**src/rtl/uc_seq.sv**
```systemverilog
// ============================================================================
//  Module   : uc_seq
//  Brief    : Sequenced control unit: Mealy decode plus IDLE/HALT/WAIT control
//  Revision : 1.0  initial release
// ============================================================================
`default_nettype none

module uc_seq #(
    parameter int WAIT_CYCLES = 4,
    parameter int CNT_W       = 8
) (
    input  logic       clk,
    input  logic       reset,
    input  logic [5:0] Opcode,
    input  logic       zero,
    input  logic       run,
    output logic       s_inc,
    output logic       s_inm,
    output logic       we,
    output logic       wez,
    output logic [2:0] ALUOp,
    output logic       pc_en,
    output logic       halted,
    output logic       illegal
);

    typedef enum logic [1:0] {
        IDLE   = 2'd0,
        RUN    = 2'd1,
        STALL  = 2'd2,
        HALTED = 2'd3
    } state_t;

    // The WAIT's own RUN cycle and the final STALL cycle both count toward
    // the total, hence the load value of WAIT_CYCLES-2.
    localparam logic [CNT_W-1:0] c_cnt_load = CNT_W'(WAIT_CYCLES - 2);

    state_t           state_q, state_d;
    logic [CNT_W-1:0] cnt_q, cnt_d;
    logic             illegal_q, illegal_d;

    always_comb begin
        state_d   = state_q;
        cnt_d     = cnt_q;
        illegal_d = illegal_q;
        s_inc     = 1'b1;
        s_inm     = 1'b0;
        we        = 1'b0;
        wez       = 1'b0;
        ALUOp     = 3'b000;
        pc_en     = 1'b0;

        case (state_q)
            IDLE: begin
                if (run) state_d = RUN;
            end
            RUN: begin
                pc_en = 1'b1;
                case (Opcode[5:3])
                    3'b000: begin
                        if (Opcode[2:0] == 3'b001) begin
                            pc_en   = 1'b0;
                            state_d = HALTED;
                        end else if (Opcode[2:0] == 3'b010 && WAIT_CYCLES > 1) begin
                            pc_en   = 1'b0;
                            cnt_d   = c_cnt_load;
                            state_d = STALL;
                        end
                    end
                    3'b001: begin
                        s_inm = 1'b1;
                        we    = 1'b1;
                    end
                    3'b010, 3'b011: begin
                        ALUOp = Opcode[2:0];
                        we    = 1'b1;
                        wez   = 1'b1;
                    end
                    3'b100: s_inc = 1'b0;
                    3'b101: s_inc = ~zero;
                    3'b110: s_inc = zero;
                    default: illegal_d = 1'b1;
                endcase
            end
            STALL: begin
                if (cnt_q != '0) begin
                    cnt_d = cnt_q - 1'b1;
                end else begin
                    pc_en   = 1'b1;
                    state_d = RUN;
                end
            end
            HALTED: begin
                if (run) begin
                    pc_en   = 1'b1;
                    state_d = RUN;
                end
            end
            default: state_d = IDLE;
        endcase

        if (reset) begin
            state_d   = IDLE;
            cnt_d     = '0;
            illegal_d = 1'b0;
            s_inc     = 1'b1;
            s_inm     = 1'b0;
            we        = 1'b0;
            wez       = 1'b0;
            ALUOp     = 3'b000;
            pc_en     = 1'b0;
        end
    end

    always_ff @(posedge clk) begin
        state_q   <= state_d;
        cnt_q     <= cnt_d;
        illegal_q <= illegal_d;
    end

    assign halted  = (state_q == HALTED);
    assign illegal = illegal_q;

endmodule

`default_nettype wire

```
**config.mk**
```make
export PLATFORM = sky130hd
export DESIGN_NAME = uc_seq
export DESIGN_NICKNAME = d
export VERILOG_FILES = /design/src/rtl/uc_seq.sv
export SDC_FILE = /design/constraint.sdc
export NUM_CORES = 1
export LEC_CHECK = 0
export BUFFER_PORTS_ARGS = -buffer_cell sky130_fd_sc_hd__buf_2
export CORE_UTILIZATION = 43
export DETAILED_ROUTE_END_ITERATION = 6
export HOLD_SLACK_MARGIN = 0.08
export PLACE_DENSITY = 0.7
export SETUP_SLACK_MARGIN = 0.05
export SYNTH_ARGS = -nofsm -noshare
export SYNTH_HDL_FRONTEND = slang
export SYNTH_SLANG_ARGS = --single-unit
```
**constraint.sdc**
```tcl
create_clock -name clk -period 2.8 [get_ports clk]
set_clock_uncertainty 0.1 [all_clocks]
set_input_delay 0.42 -clock clk [delete_from_list [all_inputs] [get_ports clk]]
set_output_delay 0.42 -clock clk [all_outputs]
set_load 0.005 [all_outputs]
```
## Word-level counts from Yosys, hierarchy flattened

Cells that the tools add are included.

- Flip-flop bits (word level): 11
- Input port bits: 10
- Word-level logic and storage cells: 68
- Output and inout port bits: 10

- Add/sub/neg operators: 1
- Muxes and demuxes: 33
- Equal/unequal tests: 18
- Reduce and logical (&&, ||, !) cells: 11
- Bitwise logic cells: 2

Operators by type and width:

| kind | number |
|---|---|
| two-way mux 8 bit | 4 |
| two-way mux 1 bit | 17 |
| case mux 8 bit (2 select lines) | 1 |
| two-way mux 2 bit | 5 |
| inequality test 2 bit (second input constant) | 5 |
| == test 3 x 2 -> 1 bit (second input constant) | 3 |
| == test 3 bit (second input constant) | 3 |
| two-way mux 3 bit | 3 |
| nonzero test 8 bit | 1 |
| subtractor 8 x 1 -> 8 bit (second input constant) | 1 |
| OR reduction 7 bit | 1 |
| == test 3 x 1 -> 1 bit (second input constant) | 2 |
| case mux 1 bit (3 select lines) | 2 |
| case mux 2 bit (3 select lines) | 1 |
| AND reduction 5 bit | 1 |
| == test 2 bit (second input constant) | 2 |
| AND reduction 4 bit | 1 |
| OR reduction 2 bit | 2 |
| logical NOT 3 bit | 1 |
| inequality test 3 bit (second input constant) | 1 |
| OR reduction 3 bit | 1 |
| == test 2 x 1 -> 1 bit (second input constant) | 1 |
| logical NOT 2 bit | 1 |
| inequality test 2 x 1 -> 1 bit (second input constant) | 1 |
| 3 further kinds | 4 |

## Logic depth before layout (Yosys ltp)

Gate-level depths: netlist of run 1.

- Word-level depth: 6
- Mapped depth: 6
- Mapped depth without buffers: 6

## Least setup slack after synthesis of run 1

No wires, ideal clock.

- Path type: input to output
- From: input port Opcode[2]
- To: output port pc_en
- Path slack: 0.790 ns
- Arrival time: 1.490 ns
- Path buffers: 0
- Required time: 2.280 ns
- Stages on the path: 4
- Cell sequence: or4_4 > o21a_1 > a221oi_1 > nor3_1

- Longest elaborated chain between the ends: 6
- Elaborated cells between the ends (all ways): 7
- Those cells by class: eq/ne (2); mux (5)

Ends and longest elaborated chain:

| element | RTL line | source |
|---|---|---|
| from (decl) | 14 | `input logic [5:0] Opcode,` |
| == test 3 x 2 -> 1 bit | 64 | `end else if (Opcode[2:0] == 3'b010 && WAIT_CYCLES > 1) begin` |
| two-way mux 1 bit | 64 |  |
| two-way mux 1 bit * | 61 | `if (Opcode[2:0] == 3'b001) begin` |
| two-way mux 1 bit * | 59 | `case (Opcode[5:3])` |
| case mux 1 bit (3 select lines) * | 53 | `case (state_q)` |
| two-way mux 1 bit * | 102 | `if (reset) begin` |
| to (decl) | 22 | `output logic pc_en,` |

Mark *: on every way between the ends. The rest lies on a longest branch, timed or not.

## Final worst setup path of run 1

- From: register cnt_q[0]
- To: output port pc_en

- Longest elaborated chain between the ends: 4

Ends and longest elaborated chain:

| element | RTL line | source |
|---|---|---|
| from (decl) | 39 | `logic [CNT_W-1:0] cnt_q, cnt_d;` |
| from (signal assigned) | 117 | `cnt_q <= cnt_d;` |
| nonzero test 8 bit | 86 | `if (cnt_q != '0) begin` |
| two-way mux 1 bit | 86 |  |
| case mux 1 bit (3 select lines) | 53 |  |
| two-way mux 1 bit | 102 |  |

Every way passes these cells.

==> impl_metrics.yaml, run 1 <==
synthesis:
  synth-compound-area-share_pct: 31.4
  synthAdderAreaFrac_pct: 10.3
  muxShareOfSynthArea_pct: 1.18
  synth_xor_area_share_pct: 1.03
  synth_seq_cells: 11
  synthSimpleGateAreaFrac_pct: 23.7
  synthFlopType: "dfxtp_1"
  synth_edf_count: 0
  syn-num-nets: 118
  async_flop_share_pct: 0
  synth_area_um2: 848
  synthCells: 101
  avgSynthCellArea_um2: 8.40
  synth_top_family_by_area: "compound AO/OA/AOI/OAI gates"
  yosys_warnings: 0
  ys_seq_area_share_pct: 26.0
  ys_types: 39
cts:
  cts.sinks: 11
  clockBufferDepth: 2
  cts_buffers: 3
  clk_latency_ps: 270
  path_clk_slew_ps: 80
  cts_max_level: 1
  ctsHoldBuffers: 0
  cts-root-buf: "clkbuf_4"
  cts_setup_buffers: 0
  cts_tree: "built"
  cts-resized-gates: 0
run:
  max_cap_violations: 0
die:
  rows: 15
  io_pins: 20
  die_w_um: 46.4
  chipHeight_um: 46.4
  start_util_pct: 47.6
  die-area_mm2: 0.00215
  core_mm2: 0.00178
timing:
  setup_tns_ps: 0
  hold_viol: 0
  holdWs_ps: 362
  tightest_slew_ps: 441
  rsz0062_at_grt: "no"
  max_freq_mhz: 396
  drv_slew: 0
  setup-violations-final: 0
  timing.final.crit_share_pct: 90.3
  fin_crit_ps: 2530
  slew_headroom_pct: 70.6
power:
  powerDensity_mw_per_mm2: 575
  p_total_w: 0.000572
  p_leak_nw: 0.459
  peakVddDrop_mv: 0.348
drt:
  vias: 834
  drcViolationCount: 0
  finalWirelength_um: 1970
  detail_route.iter0.violations: 13
  avgRoutedWirePerCell_um: 13.5
  avgViaCountPerCell: 5.71
  final_antenna_net_count: 0
  drtPass1Iterations: 4
layout:
  diodes: 0
  area_delta_synth_final_pct: 17.4
  drive_gt1_share_pct: 30.6
  layout_common_cells: "buf_2 (19), inv_1 (11), dfxtp_1 (11)"
  layout_commonest_cell: "buf_2"
  layout.nets: 139
outcome:
  status: "finished, final reports clean"
placed_design:
  place_congestion: 0.867
  dp_hpwl_um: 1480
  io_buffers: 19
global_routing:
  grt_pass1_vias: 756
  grt_max_degree: 15
  antenna_found_initial: 0
  grt_usage_pct: 20.5
  grt_pass1_wl_um: 3110
  grt-ovfl-total: 0
critical_path:
  cp.required_ps: 2280
  cp-end-kind: "output pin"
  critPathLaunch: "cnt_q[0]"
  critPathLaunchType: "register"
  arrival_ps: 2010
  rr_startpoint: "cnt_q[0]"
  crit_type: "reg2out"
  crit_fanout: 5
min_path:
  hold_class: "in2reg"
  hold_start: "Opcode[3]"
synth_stat cells, types with 2 or more instances:
cell      number  area, µm²
o211ai_2       2       25.0
dfxtp_1       11        220
or2_2          2       12.5
nor2_1         6       22.5
inv_1         11       41.3
clkbuf_1       2       7.51
nand3_1        5       25.0
a31oi_1        2       12.5
ha_1           7       87.6
or4_1          2       15.0
nand2_1        2       7.51
o21a_1         3       22.5
nor3_1         3       15.0
nand4_1        2       12.5
o21ai_0        6       30.0
and2_1         3       18.8
o32ai_1        3       26.3
a21oi_1        6       30.0
nand2b_1       3       18.8
report_power, final:
group	leakage [nW]	switching [W]	total, W	internal [W]
registers	0.0891	0.0000196	0.000193	0.000173
clock network	0.0177	0.0000583	0.000111	0.0000530
logic	0.352	0.000162	0.000269	0.000106
total	0.459	0.000240	0.000572	0.000332
flip-flops by register name, summed over array words and instances (netlist names):
signal / cells
cnt_q: 8
state_q: 2
illegal: 1
layer usage:
layer	track usage [%]	vias up	part of all wire [%]
met1	23.9	401	46
met5	0	-	0
met2	34.4	18	49
met4	6.47	0	0.61
met3	7.06	2	4.2
li1	-	413	-
per-stage QoR:
step	setup WS (ps)	cell area, µm²	util [%]	std cells
final	272	996	55.9	146
after global routing	157	996	55.9	146
after CTS	239	990	55.5	146
after detailed placement	484	962	54.0	142
after global placement	530	962	54.0	142
after floorplan	790	848	-	101
path summary, 6_finish.rpt:
path,end,slack [ps],depth (start not counted)
setup / recovery,pc_en,270,7
setup reg to reg,state_q[0],900,6
hold / removal,illegal,360,3
hold reg to reg,illegal,370,2
cell type report:
| type | count | area (µm²) |
|---|---|---|
| Clock buffer | 3 | 22.5 |
| Clock inverter | 1 | 5.00 |
| Fill cell | 170 | 787 |
| Inverter | 11 | 41.3 |
| Multi-Input combinational cell | 76 | 581 |
| Sequential cell | 11 | 220 |
| Tap cell | 25 | 31.3 |
| Timing Repair Buffer | 19 | 95.1 |
kinds of logic (layout without fill, tap and decap cells):
kind of cell               after synthesis  in the layout
muxes                                    1              1
buffers and inverters                   14             34
AOI/OAI and AO/OA                       33             33
xor gates and xnor gates                 1              1
DFF                                     11             11
and+or+nand+nor                         34             34
adders and majority gates                7              7
critical path: stages, from the launching register on:
cell	delay [ps]
dfxtp_1	350
inv_1	90
ha_1	150
or3b_2	510
nor2_1	240
a221oi_1	120
nor3_1	140
buf_2	140
No activity file was read; power rests on OpenSTA's default activity.
==> run 2: changes to the inputs <==
PLACE_DENSITY = 0.73   (was 0.7)
clock period = 2.1 ns   (was 2.8 ns; I/O delays follow)
==> run 2 against run 1 <==
Effect of this change:
- global-route usage increased by 1.8 points
- hold slack worse by 90 ps
- utilization rose by 6.7 points
- die area unchanged
- largest cell class unchanged
- register-to-register slack got worse by 660 ps
- largest power group unchanged
==> impl_metrics.yaml, run 2 (synthesis gave the netlist of run 1 again) <==
outcome:
  status: "finished, final reports clean"
die:
  core_mm2: 0.00178
  die-area_mm2: 0.00215
  start_util_pct: 47.6
  rows: 15
  chipHeight_um: 46.4
  io_pins: 20
  die_w_um: 46.4
critical_path:
  arrival_ps: 1630
  crit_fanout: 2
  r2r-end: "state_q[0]"
  ff2ff_path_depth: 7
  cp-end-kind: "output pin"
  critPathLaunchType: "register"
  cp-endpoint: "pc_en"
  rr_startpoint: "cnt_q[0]"
  crit_type: "reg2out"
  reg2reg_slack_ps: 240
  critPathLaunch: "cnt_q[0]"
  cp.required_ps: 1680
placed_design:
  place_congestion: 0.837
  dp_hpwl_um: 1580
  place_area_mm2: 0.00102
  io_buffers: 19
layout:
  drive_gt1_share_pct: 45.9
  fin_area_mm2: 0.00112
  largest_register_ffs: 8
  fill_cells: 154
  layout.area.seq_um2: 229
  area_delta_synth_final_pct: 31.6
  multi_input_area_um2: 603
  post-route-util_pct: 62.6
  layout_common_cells: "buf_2 (19), buf_4 (12), inv_1 (7)"
  layout_commonest_cell: "buf_2"
  regMostFlops: "cnt_q"
  diodes: 0
  layout.nets: 151
timing:
  timing.final.crit_share_pct: 97.6
  max_freq_mhz: 488
  drv_slew: 0
  fin_crit_ps: 2050
  hold_viol: 0
  tightest_slew_ps: 445
  slew_headroom_pct: 70.3
  setup-violations-final: 0
  rsz0062_at_grt: "yes"
global_routing:
  grt_max_degree: 15
  grt-ovfl-total: 0
  grt_usage_pct: 22.3
  grt_pass1_vias: 816
  antenna_found_initial: 0
  grt_pass1_wl_um: 3390
drt:
  avgViaCountPerCell: 5.68
  drcViolationCount: 0
  avgRoutedWirePerCell_um: 13.4
  drtPass1Iterations: 4
  vias: 898
  finalWirelength_um: 2120
  final_antenna_net_count: 0
  detail_route.iter0.violations: 28
cts:
  cts.sinks: 11
  ctsHoldBuffers: 0
  cts_tree: "built"
  clk_latency_ps: 280
  cts_max_level: 1
  path_clk_slew_ps: 60
  cts-root-buf: "clkbuf_4"
  clockBufferDepth: 2
  cts_buffers: 3
power:
  p_leak_nw: 0.520
  powerDensity_mw_per_mm2: 783
  peakVddDrop_mv: 0.386
run:
  max_cap_violations: 0
min_path:
  hold_class: "in2reg"
run 2: cell types whose count changed in the layout (fill, tap and decap cells not counted), sizes merged:
cell | before | now
buf | 19 | 31
clkbuf | 3 | 4
clkinv | 1 | 0
run 2: per-layer routing:
layer  global-route usage [%]  wire [µm]  part of all wire, %
met5                        0          0                    0
met4                     7.65         10                 0.47
met2                     39.2       1110                   52
met3                     5.88        109                  5.1
met1                     25.5        892                   42
run 2: through the flow:
step	setup TNS (ps)	instances	hold WS, ps	power (W)	setup WS [ps]
after floorplan	0	101	349	0.000523	201
after global placement	0	150	360	0.000651	82.3
after detailed placement	0	150	371	0.000660	47.3
after CTS	-9.64	157	269	0.000863	-9.64
after global routing	-167	158	293	0.000937	-61.0
final	0	158	272	0.000874	50.3
run 2: critical path: stages, from the launching register on:
cell and delay (ps):
dfxtp_2 330, inv_2 50, ha_1 130, or3b_4 400, nor2_4 110, a221oi_2 60, nor3_1 150, buf_2 140
run 2: power breakdown:
group / internal (W) / total, W / switching, W / leakage (nW)
clock: 0.0000737 / 0.000147 / 0.0000732 / 0.0150
combinational: 0.000218 / 0.000465 / 0.000247 / 0.414
sequential: 0.000236 / 0.000262 / 0.0000258 / 0.0916
run 2: area by class of cell:
class / instances / share of cell area [%]
well taps: 25 / 2.80
inverters: 11 / 3.70
flip-flops and latches: 11 / 20.5
repair buffers: 31 / 16.6
clock buffers: 4 / 2.35
multi-input cells: 76 / 54.0
run 2: how the worst min path moves through the flow:
stage / startpoint / endpoint / slack (ps) / cells past startpoint
6_report: Opcode[3] / illegal / 270 / 3
5_1_grt: Opcode[3] / illegal / 290 / 3
4_1_cts: Opcode[3] / illegal / 270 / 3
3_5_place_dp: illegal / illegal / 370 / 2
3_3_place_gp: illegal / illegal / 360 / 2
2_1_floorplan: cnt_q[5] / cnt_q[5] / 350 / 2
run 2: timing repair:
item,in CTS,in global routing
pin swaps,3,2
setup endpoints to repair,6,5
gates resized for setup,16,1
buffers inserted,3,1
cloned,0,0
